## src/rtl/vdma_buffer_sequencer.sv

```systemverilog
// Frame buffer scheduler for the read VDMA. It tracks the displayed, in-flight,
// ready and write slots, and programs the VDMA over a single-master Wishbone port.
module vdma_buffer_sequencer #(
  parameter int WB_ADR_WIDTH = 8,
  parameter int WB_DAT_WIDTH = 32,
  parameter int WB_SEL_WIDTH = WB_DAT_WIDTH / 8,
  parameter int ADDR_WIDTH   = 32,
  parameter int BUF_NUM      = 3,
  parameter int INDEX_WIDTH  = 2,
  parameter int POLL_WAIT    = 15
) (
  input  logic                    s_wb_clk_i,
  input  logic                    s_wb_rst_i,
  input  logic                    enable,
  input  logic [ADDR_WIDTH-1:0]   base_addr,
  input  logic [ADDR_WIDTH-1:0]   buf_size,
  input  logic                    wr_done,
  output logic [INDEX_WIDTH-1:0]  wr_index,
  output logic                    wr_valid,
  output logic [INDEX_WIDTH-1:0]  rd_index,
  output logic                    busy,
  output logic [WB_ADR_WIDTH-1:0] m_wb_adr_o,
  output logic [WB_DAT_WIDTH-1:0] m_wb_dat_o,
  input  logic [WB_DAT_WIDTH-1:0] m_wb_dat_i,
  output logic                    m_wb_we_o,
  output logic [WB_SEL_WIDTH-1:0] m_wb_sel_o,
  output logic                    m_wb_stb_o,
  input  logic                    m_wb_ack_i
);

  localparam int CNT_W = $clog2(POLL_WAIT + 2);
  localparam logic [WB_ADR_WIDTH-1:0] ADR_CTL   = WB_ADR_WIDTH'(8'h10);
  localparam logic [WB_ADR_WIDTH-1:0] ADR_PARAM = WB_ADR_WIDTH'(8'h20);
  localparam logic [WB_DAT_WIDTH-1:0] CTL_RUN   = WB_DAT_WIDTH'(3);

  typedef enum logic [2:0] {S_IDLE, S_WR_ADDR, S_WR_CTL, S_POLL, S_WAIT, S_STOP} state_t;

  state_t                 state;
  logic [INDEX_WIDTH-1:0] ready_idx, pend_idx;
  logic                   ready_valid, pend_valid, stop_done;
  logic [CNT_W-1:0]       wait_cnt;

  logic                   latch, pickup, wr_accept, pend_valid_nx, nxt_found;
  logic [INDEX_WIDTH-1:0] rd_nx, pend_nx, nxt_wr, cand;
  logic [ADDR_WIDTH-1:0]  frame_addr;
  logic                   unused_dat;

  assign m_wb_sel_o = '1;
  // Only the update-pending bit of CTL_CONTROL matters on reads.
  assign unused_dat = ^{m_wb_dat_i[WB_DAT_WIDTH-1:2], m_wb_dat_i[0]};

  // Events that change slot ownership on this edge.
  assign latch         = (state == S_IDLE) && enable && ready_valid;
  assign pickup        = (state == S_POLL) && m_wb_stb_o && m_wb_ack_i && !m_wb_dat_i[1];
  assign wr_accept     = wr_done && wr_valid;
  assign rd_nx         = pickup ? pend_idx : rd_index;
  assign pend_nx       = latch ? ready_idx : pend_idx;
  assign pend_valid_nx = latch || (pend_valid && !pickup);
  assign frame_addr    = base_addr + ADDR_WIDTH'(pend_idx) * buf_size;

  // First free slot after wr_index, judged against post-edge ownership; the
  // finished wr slot becomes ready and the previous ready is dropped.
  always_comb begin
    nxt_found = 1'b0;
    nxt_wr    = wr_index;
    cand      = '0;
    for (int k = BUF_NUM - 1; k >= 1; k--) begin
      cand = INDEX_WIDTH'((int'(wr_index) + k) % BUF_NUM);
      if (cand != rd_nx && !(pend_valid_nx && cand == pend_nx) && cand != wr_index) begin
        nxt_found = 1'b1;
        nxt_wr    = cand;
      end
    end
  end

  // Slot bookkeeping: displayed, ready and producer write slot.
  always_ff @(posedge s_wb_clk_i) begin
    if (s_wb_rst_i) begin
      rd_index    <= '0;
      wr_index    <= INDEX_WIDTH'(1);
      wr_valid    <= 1'b1;
      ready_idx   <= '0;
      ready_valid <= 1'b0;
    end else begin
      if (pickup) rd_index <= pend_idx;
      if (wr_accept) begin
        // A new frame wins over the latch clearing ready_valid.
        ready_idx   <= wr_index;
        ready_valid <= 1'b1;
        if (nxt_found) wr_index <= nxt_wr;
        else           wr_valid <= 1'b0;
      end else begin
        if (latch) ready_valid <= 1'b0;
        if (!wr_valid && pickup) begin
          wr_index <= rd_index;
          wr_valid <= 1'b1;
        end
      end
    end
  end

  // Register-programming sequencer; each bus state raises stb once, holds the
  // cycle until ack, then drops stb so strobes are never back to back.
  always_ff @(posedge s_wb_clk_i) begin
    if (s_wb_rst_i) begin
      state      <= S_IDLE;
      busy       <= 1'b0;
      m_wb_stb_o <= 1'b0;
      m_wb_we_o  <= 1'b0;
      m_wb_adr_o <= '0;
      m_wb_dat_o <= '0;
      pend_idx   <= '0;
      pend_valid <= 1'b0;
      stop_done  <= 1'b1;
      wait_cnt   <= '0;
    end else begin
      case (state)
        S_IDLE: begin
          if (latch) begin
            pend_idx   <= ready_idx;
            pend_valid <= 1'b1;
            stop_done  <= 1'b0;
            busy       <= 1'b1;
            state      <= S_WR_ADDR;
          end else if (!enable && !stop_done) begin
            busy  <= 1'b1;
            state <= S_STOP;
          end
        end
        S_WR_ADDR: begin
          if (!m_wb_stb_o) begin
            m_wb_stb_o <= 1'b1;
            m_wb_we_o  <= 1'b1;
            m_wb_adr_o <= ADR_PARAM;
            m_wb_dat_o <= WB_DAT_WIDTH'(frame_addr);
          end else if (m_wb_ack_i) begin
            m_wb_stb_o <= 1'b0;
            m_wb_we_o  <= 1'b0;
            state      <= S_WR_CTL;
          end
        end
        S_WR_CTL: begin
          if (!m_wb_stb_o) begin
            m_wb_stb_o <= 1'b1;
            m_wb_we_o  <= 1'b1;
            m_wb_adr_o <= ADR_CTL;
            m_wb_dat_o <= CTL_RUN;
          end else if (m_wb_ack_i) begin
            m_wb_stb_o <= 1'b0;
            m_wb_we_o  <= 1'b0;
            state      <= S_POLL;
          end
        end
        S_POLL: begin
          if (!m_wb_stb_o) begin
            m_wb_stb_o <= 1'b1;
            m_wb_we_o  <= 1'b0;
            m_wb_adr_o <= ADR_CTL;
            m_wb_dat_o <= '0;
          end else if (m_wb_ack_i) begin
            m_wb_stb_o <= 1'b0;
            if (m_wb_dat_i[1]) begin
              wait_cnt <= '0;
              state    <= S_WAIT;
            end else begin
              pend_valid <= 1'b0;
              busy       <= 1'b0;
              state      <= S_IDLE;
            end
          end
        end
        S_WAIT: begin
          if (int'(wait_cnt) + 1 >= POLL_WAIT) state <= S_POLL;
          else                                 wait_cnt <= wait_cnt + 1'b1;
        end
        S_STOP: begin
          if (!m_wb_stb_o) begin
            m_wb_stb_o <= 1'b1;
            m_wb_we_o  <= 1'b1;
            m_wb_adr_o <= ADR_CTL;
            m_wb_dat_o <= '0;
          end else if (m_wb_ack_i) begin
            m_wb_stb_o <= 1'b0;
            m_wb_we_o  <= 1'b0;
            stop_done  <= 1'b1;
            busy       <= 1'b0;
            state      <= S_IDLE;
          end
        end
        default: begin
          busy  <= 1'b0;
          state <= S_IDLE;
        end
      endcase
    end
  end

endmodule

```

## config.mk

```make
export PLATFORM = sky130hd
export DESIGN_NAME = vdma_buffer_sequencer
export DESIGN_NICKNAME = d
export VERILOG_FILES = /design/src/rtl/vdma_buffer_sequencer.sv
export SDC_FILE = /design/constraint.sdc
export NUM_CORES = 1
export LEC_CHECK = 0
export ABC_AREA = 0
export BUFFER_PORTS_ARGS = -buffer_cell sky130_fd_sc_hd__buf_2
export CORE_UTILIZATION = 58
export CTS_CLUSTER_SIZE = 8
export DETAILED_ROUTE_END_ITERATION = 10
export PLACE_DENSITY = 0.84
export SYNTH_ARGS = -nofsm -noshare
export SYNTH_HDL_FRONTEND = slang
export SYNTH_SLANG_ARGS = --single-unit
```

## constraint.sdc

```tcl
create_clock -name s_wb_clk_i -period 6.3 [get_ports s_wb_clk_i]
set_input_delay 0.63 -clock s_wb_clk_i [delete_from_list [all_inputs] [get_ports s_wb_clk_i]]
set_output_delay 0.63 -clock s_wb_clk_i [all_outputs]
set_load 0.03 [all_outputs]
```

Word-level counts from Yosys, hierarchy flattened. Index checks and enable logic that the tools add are counted. Widths: inputs -> output; s select.

Word-level logic and storage cells: 163. Register bits after elaboration: 63. Output and inout port bits: 52. Bits of input ports: 101.

Multipliers: 1. Div/mod/pow operators: 2. Reduce and logical (&&, ||, !) cells: 47. Multiplexer cells: 57. Order comparisons: 1. Add/sub/neg operators: 5. Bitwise gates (word level): 1. Equality and inequality tests: 34.

Operators by type and width (count): $mux 32 (3); $pmux 32 s3 (1); $mod 32x3->32 const B (2); $ne 2x2->1 const B (19); $mux 3 (12); $add 32x32->32 (1); $mul 2x32->32 (1); $mux 1 (21); $mux 5 (4); $pmux 3 s6 (1); $mux 8 (2); $pmux 8 s2 (1); $logic_and 1x1->1 (15); $mux 2 (7); $reduce_bool 2->1 (7); $pmux 5 s2 (1); $reduce_and 10->1 (1); $reduce_and 5->1 (2); $reduce_and 3->1 (3); $reduce_or 3->1 (3); $ne 2x2->1 (4); $reduce_and 4->1 (2); $logic_not 1->1 (7); $reduce_and 7->1 (1); other kinds (21) (27).

Logic depth before layout (Yosys ltp).
Word-level depth: 15. Gate-level depth with buffers: 15. Gate-level depth less buffers: 13.

Worst setup path before layout. Ideal clock, no wire load.

Kind: register to register. Start point: register pend_idx[0]. End point: register m_wb_dat_o[17]. Library setup time: 127 ps. Path slack: 2662 ps. Period minus slack after synthesis: 3638 ps. Data arrival time: 3512 ps. Data required time: 6173 ps. Buffers on the path: 2. Stages on the path, launching flop included: 16. Path through: dfxtp_1 -> clkbuf_1 -> buf_1 -> nand2_1 -> fa_1 -> inv_1 -> ha_1 -> fa_1 -> a211oi_1 -> o21a_1 -> o21ai_0 -> a21oi_1 -> o21ai_0 -> a211oi_1 -> xor2_1 -> o21ai_0.

Word-level cells in the longest chain between the ends: 4.

RTL lines: from (decl) (line 39) `logic [INDEX_WIDTH-1:0] ready_idx, pend_idx;`; from (signal assigned) (line 120) `pend_idx <= ready_idx;`; $mul 2x32->32 (line 59) `assign frame_addr = base_addr + ADDR_WIDTH'(pend_idx) * buf_size;`; $add 32x32->32 (line 59); $mux 32 (line 131) `if (!m_wb_stb_o) begin`; $pmux 32 s3 (line 117) `case (state)`; to (signal assigned) (line 135) `m_wb_dat_o <= WB_DAT_WIDTH'(frame_addr);`; to (decl) (line 23) `output logic [WB_DAT_WIDTH-1:0] m_wb_dat_o,`.

Every way passes these cells. The select of a mux whose other input is x is not followed. A chain may end at the register's enable or synchronous reset.

Final worst setup path.
Start point: register pend_idx[1]. End point: register m_wb_dat_o[17].

The elaborated chain is that of the path after synthesis.

==> flow_summary.json <==
{
  "run_status": "finished clean",
  "detail_route.drc_violations": 0,
  "synth-async-reset-ratio_pct": 0,
  "clock.fmax_ghz": 0.219,
  "port_buffers": 111,
  "timing_worst_setup_path_type": "flip-flop to flip-flop",
  "cp_max_fo": 34,
  "finish.net_count": 997,
  "globalRoute.totalOverflow": 0,
  "synth.distinct_cells": 69,
  "detailedPlace.worstSlack_ns": 1.89,
  "clk_latency_ns": 0.33,
  "ant_nets": 0,
  "ioPinCount": 153,
  "core_area_um2": 9240,
  "insertedDiodeCount": 0,
  "floorplan_die_area_um2": 9930,
  "drv_slew": 0,
  "drive_above_1_share_pct": 17.3,
  "critical_path.most_common_cell": "sky130_fd_sc_hd__o21ai_0",
  "cap_viol_max_count": 0,
  "yosys_most_used_dff": "sky130_fd_sc_hd__dfxtp_1",
  "worstSetupStartpointType": "flip-flop",
  "netlist.area_leader.share_pct": 20.6,
  "synth.avg_cell_area_um2": 7.46,
  "netlist_area_um2": 5530,
  "initial_antenna_violation_count": 0,
  "post-cts-setup-buffers": 0,
  "power.ir.vdd_worst_mv": 0.117,
  "total_leakage_power_nw": 3.19,
  "setup.worst_path.end_class": "flip-flop",
  "route.detailed.wl_per_inst_um": 13.3,
  "timing_worst_slew_pin_value_ns": 1.26,
  "max_slew_margin_pct": 15.8,
  "critical_path.n_buffers_inverters": 1,
  "grt_first_pass_wirelength_um": 21500,
  "ctsHoldBuffers": 0,
  "placementRows": 35,
  "ys_warn_count": 0,
  "cpPeakStageDelay_ns": 1.15,
  "data_required_time_of_the_worst_path_ns": 6.49,
  "post-place-cells": 946,
  "ctsRootBufferMaster": "sky130_fd_sc_hd__clkbuf_8",
  "timing.hold.worst.class": "flip-flop to flip-flop",
  "layout_min_cycle_time_ns": 4.57,
  "dp_hpwl_um": 10000,
  "place_congestion": 0.884,
  "floorplan.die.height_um": 99.6,
  "setup_slack_after_layout_ns": 1.73,
  "synth.top_cells.by_area": "sky130_fd_sc_hd__dfxtp_1 21%, sky130_fd_sc_hd__fa_1 11%, sky130_fd_sc_hd__ha_1 8.4%",
  "initial_core_util_pct": 59.9,
  "grt_start_max_net_pins": 42,
  "stdcell_count": 962,
  "cts.repair.resized": 0,
  "layout_common_cells": "111 x sky130_fd_sc_hd__nand2_1, 111 x sky130_fd_sc_hd__buf_2, 106 x sky130_fd_sc_hd__inv_1",
  "drt_pre_antenna_iters": 5,
  "dieWidth_um": 99.6,
  "grt_pass1_vias": 4991,
  "global_route.usage.total_pct": 26.5,
  "post_cts_clock_slew_at_the_launch_and_capture_registers_of_the_worst_setup_and_hold_paths_ns": 0.06,
  "share_of_the_yosys_chip_area_belonging_to_registers_pct": 20.6,
  "detail_route.vias_per_cell": 5.48,
  "cts-buffers-inserted": 9,
  "timing.critical_path.arrival_ns": 4.76,
  "synth_largest_area_cell": "sky130_fd_sc_hd__dfxtp_1",
  "cts_tree": "built",
  "layout_worst_path_cycle_share_pct": 72.6,
  "syn-instance-count": 741,
  "flow.area_growth_from_synthesis_pct": 13.4,
  "final.setup.tns_ns": 0,
  "top_cell_family_by_delay_on_the_critical_path": "compound AO/OA/AOI/OAI gates",
  "cp_cell_sequence": "nand2_1, fa_1, inv_1, ha_1, fa_1, a211oi_1, o21a_1, o21ai_0, a21oi_1, o21ai_0, a211oi_1, xor2_1, o21ai_0",
  "synth.ff_latch_count": 57,
  "power_density_normalized_to_cell_area_nw_per_um2": 265,
  "cts_max_level": 3,
  "routed_wl_um": 12800,
  "synth-edff-count": 0,
  "slowest_library_cell_on_the_worst_path": "sky130_fd_sc_hd__dfxtp_1",
  "clock_tree.buffer_depth": 2,
  "final-setup-viol-count": 0,
  "rsz0062_at_grt": "no",
  "worst_clock_skew_ns": 0.00697,
  "hold_viol_final": 0,
  "initialDrtViolationCount": 258,
  "total_vias_in_the_final_route": 5269,
  "cts_sinks": 57
}
-- worst register-to-register path, stage by stage, from the launching register on --
cell and delay [ns]:
sky130_fd_sc_hd__dfxtp_1 1.15, sky130_fd_sc_hd__nand2_1 0.21, sky130_fd_sc_hd__fa_1 0.56, sky130_fd_sc_hd__inv_1 0.04
sky130_fd_sc_hd__ha_1 0.23, sky130_fd_sc_hd__fa_1 0.44, sky130_fd_sc_hd__a211oi_1 0.39, sky130_fd_sc_hd__o21a_1 0.23
sky130_fd_sc_hd__o21ai_0 0.09, sky130_fd_sc_hd__a21oi_1 0.26, sky130_fd_sc_hd__o21ai_0 0.25, sky130_fd_sc_hd__a211oi_1 0.30
sky130_fd_sc_hd__xor2_1 0.18, sky130_fd_sc_hd__o21ai_0 0.09
-- state kept, by name (all words and copies together), names as in the netlist --
register     cells
rd_index         2
wr_valid         1
stop_done        1
wait_cnt         5
wr_index         2
m_wb_stb_o       1
state            3
ready_valid      1
busy             1
m_wb_adr_o       2
pend_idx         2
m_wb_we_o        1
ready_idx        2
m_wb_dat_o      32
pend_valid       1
-- worst paths after layout --
| path | from | endpoint | slack [ns] | cells after the start |
|---|---|---|---|---|
| worst min-delay path | m_wb_dat_o[0]$_SDFFE_PP0P_ | m_wb_dat_o[0]$_SDFFE_PP0P_ | 0.45 | 2 |
| worst max register to register | pend_idx[1]$_SDFFE_PP0N_ | m_wb_dat_o[17]$_SDFFE_PP0P_ | 1.73 | 13 |
| worst max-delay path | pend_idx[1]$_SDFFE_PP0N_ | m_wb_dat_o[17]$_SDFFE_PP0P_ | 1.73 | 13 |
| worst min register to register | m_wb_dat_o[0]$_SDFFE_PP0P_ | m_wb_dat_o[0]$_SDFFE_PP0P_ | 0.45 | 2 |
-- synth_stat cells (8+ instances only) --
cell type                  number
sky130_fd_sc_hd__nand2_1      111
sky130_fd_sc_hd__ha_1          37
sky130_fd_sc_hd__buf_4         10
sky130_fd_sc_hd__inv_1        106
sky130_fd_sc_hd__xor2_1        18
sky130_fd_sc_hd__a211oi_1      10
sky130_fd_sc_hd__o21ai_0       37
sky130_fd_sc_hd__nor2_1        56
sky130_fd_sc_hd__xnor2_1       22
sky130_fd_sc_hd__nor3_1        14
sky130_fd_sc_hd__a21oi_1       46
sky130_fd_sc_hd__a31oi_1        8
sky130_fd_sc_hd__fa_1          31
sky130_fd_sc_hd__dfxtp_1       57
sky130_fd_sc_hd__a22oi_1       11
sky130_fd_sc_hd__a21o_1        20
sky130_fd_sc_hd__clkbuf_1      27
sky130_fd_sc_hd__nand3_1       14
-- per-layer routing --
| layer | up-vias | track usage, % | part of all wire [%] |
|---|---|---|---|
| met2 | 146 | 48.8 | 52 |
| li1 | 2621 | - | - |
| met3 | 18 | 2.60 | 3.5 |
| met1 | 2484 | 31.7 | 43 |
| met5 | - | 0 | 0 |
| met4 | 0 | 10.1 | 1.6 |
-- power by group --
group          internal [mW]  switching, mW  leakage (nW)
Combinational          0.293          0.500          2.62
Sequential             0.443         0.0957         0.465
Clock                  0.185          0.145         0.102
-- cells by family after synthesis --
family / Yosys count / synth area share [%]
buffers and inverters: 152 / 11.2
and+or+nand+nor: 236 / 19.2
xor gates and xnor gates: 40 / 6.33
AOI/OAI and AO/OA: 177 / 21.3
DFF: 57 / 20.6
adders and majority gates: 68 / 19.6
other: 2 / 0.136
muxes: 9 / 1.67
-- through the flow --
step	total power, mW	cell area, um2	utilization [%]	hold slack (ns)
after floorplan	1.14	5560	-	0.459
after global placement	1.31	6080	65.8	0.436
after detailed placement	1.33	6080	65.8	0.439
after CTS	1.66	6270	67.9	0.453
after global routing	1.77	6270	67.9	0.471
final	1.66	6270	67.9	0.453
-- area by class of cell --
cell class              instances  area (um2)
repair buffers                114         578
flip-flops and latches         57        1140
well taps                     129         161
fillers                       788        2970
inverters                     106         398
clock buffers                  14         183
multi-input cells             540        3800
clock inverters                 2        10.0
Note: power is estimated with default switching activity, not from simulation.
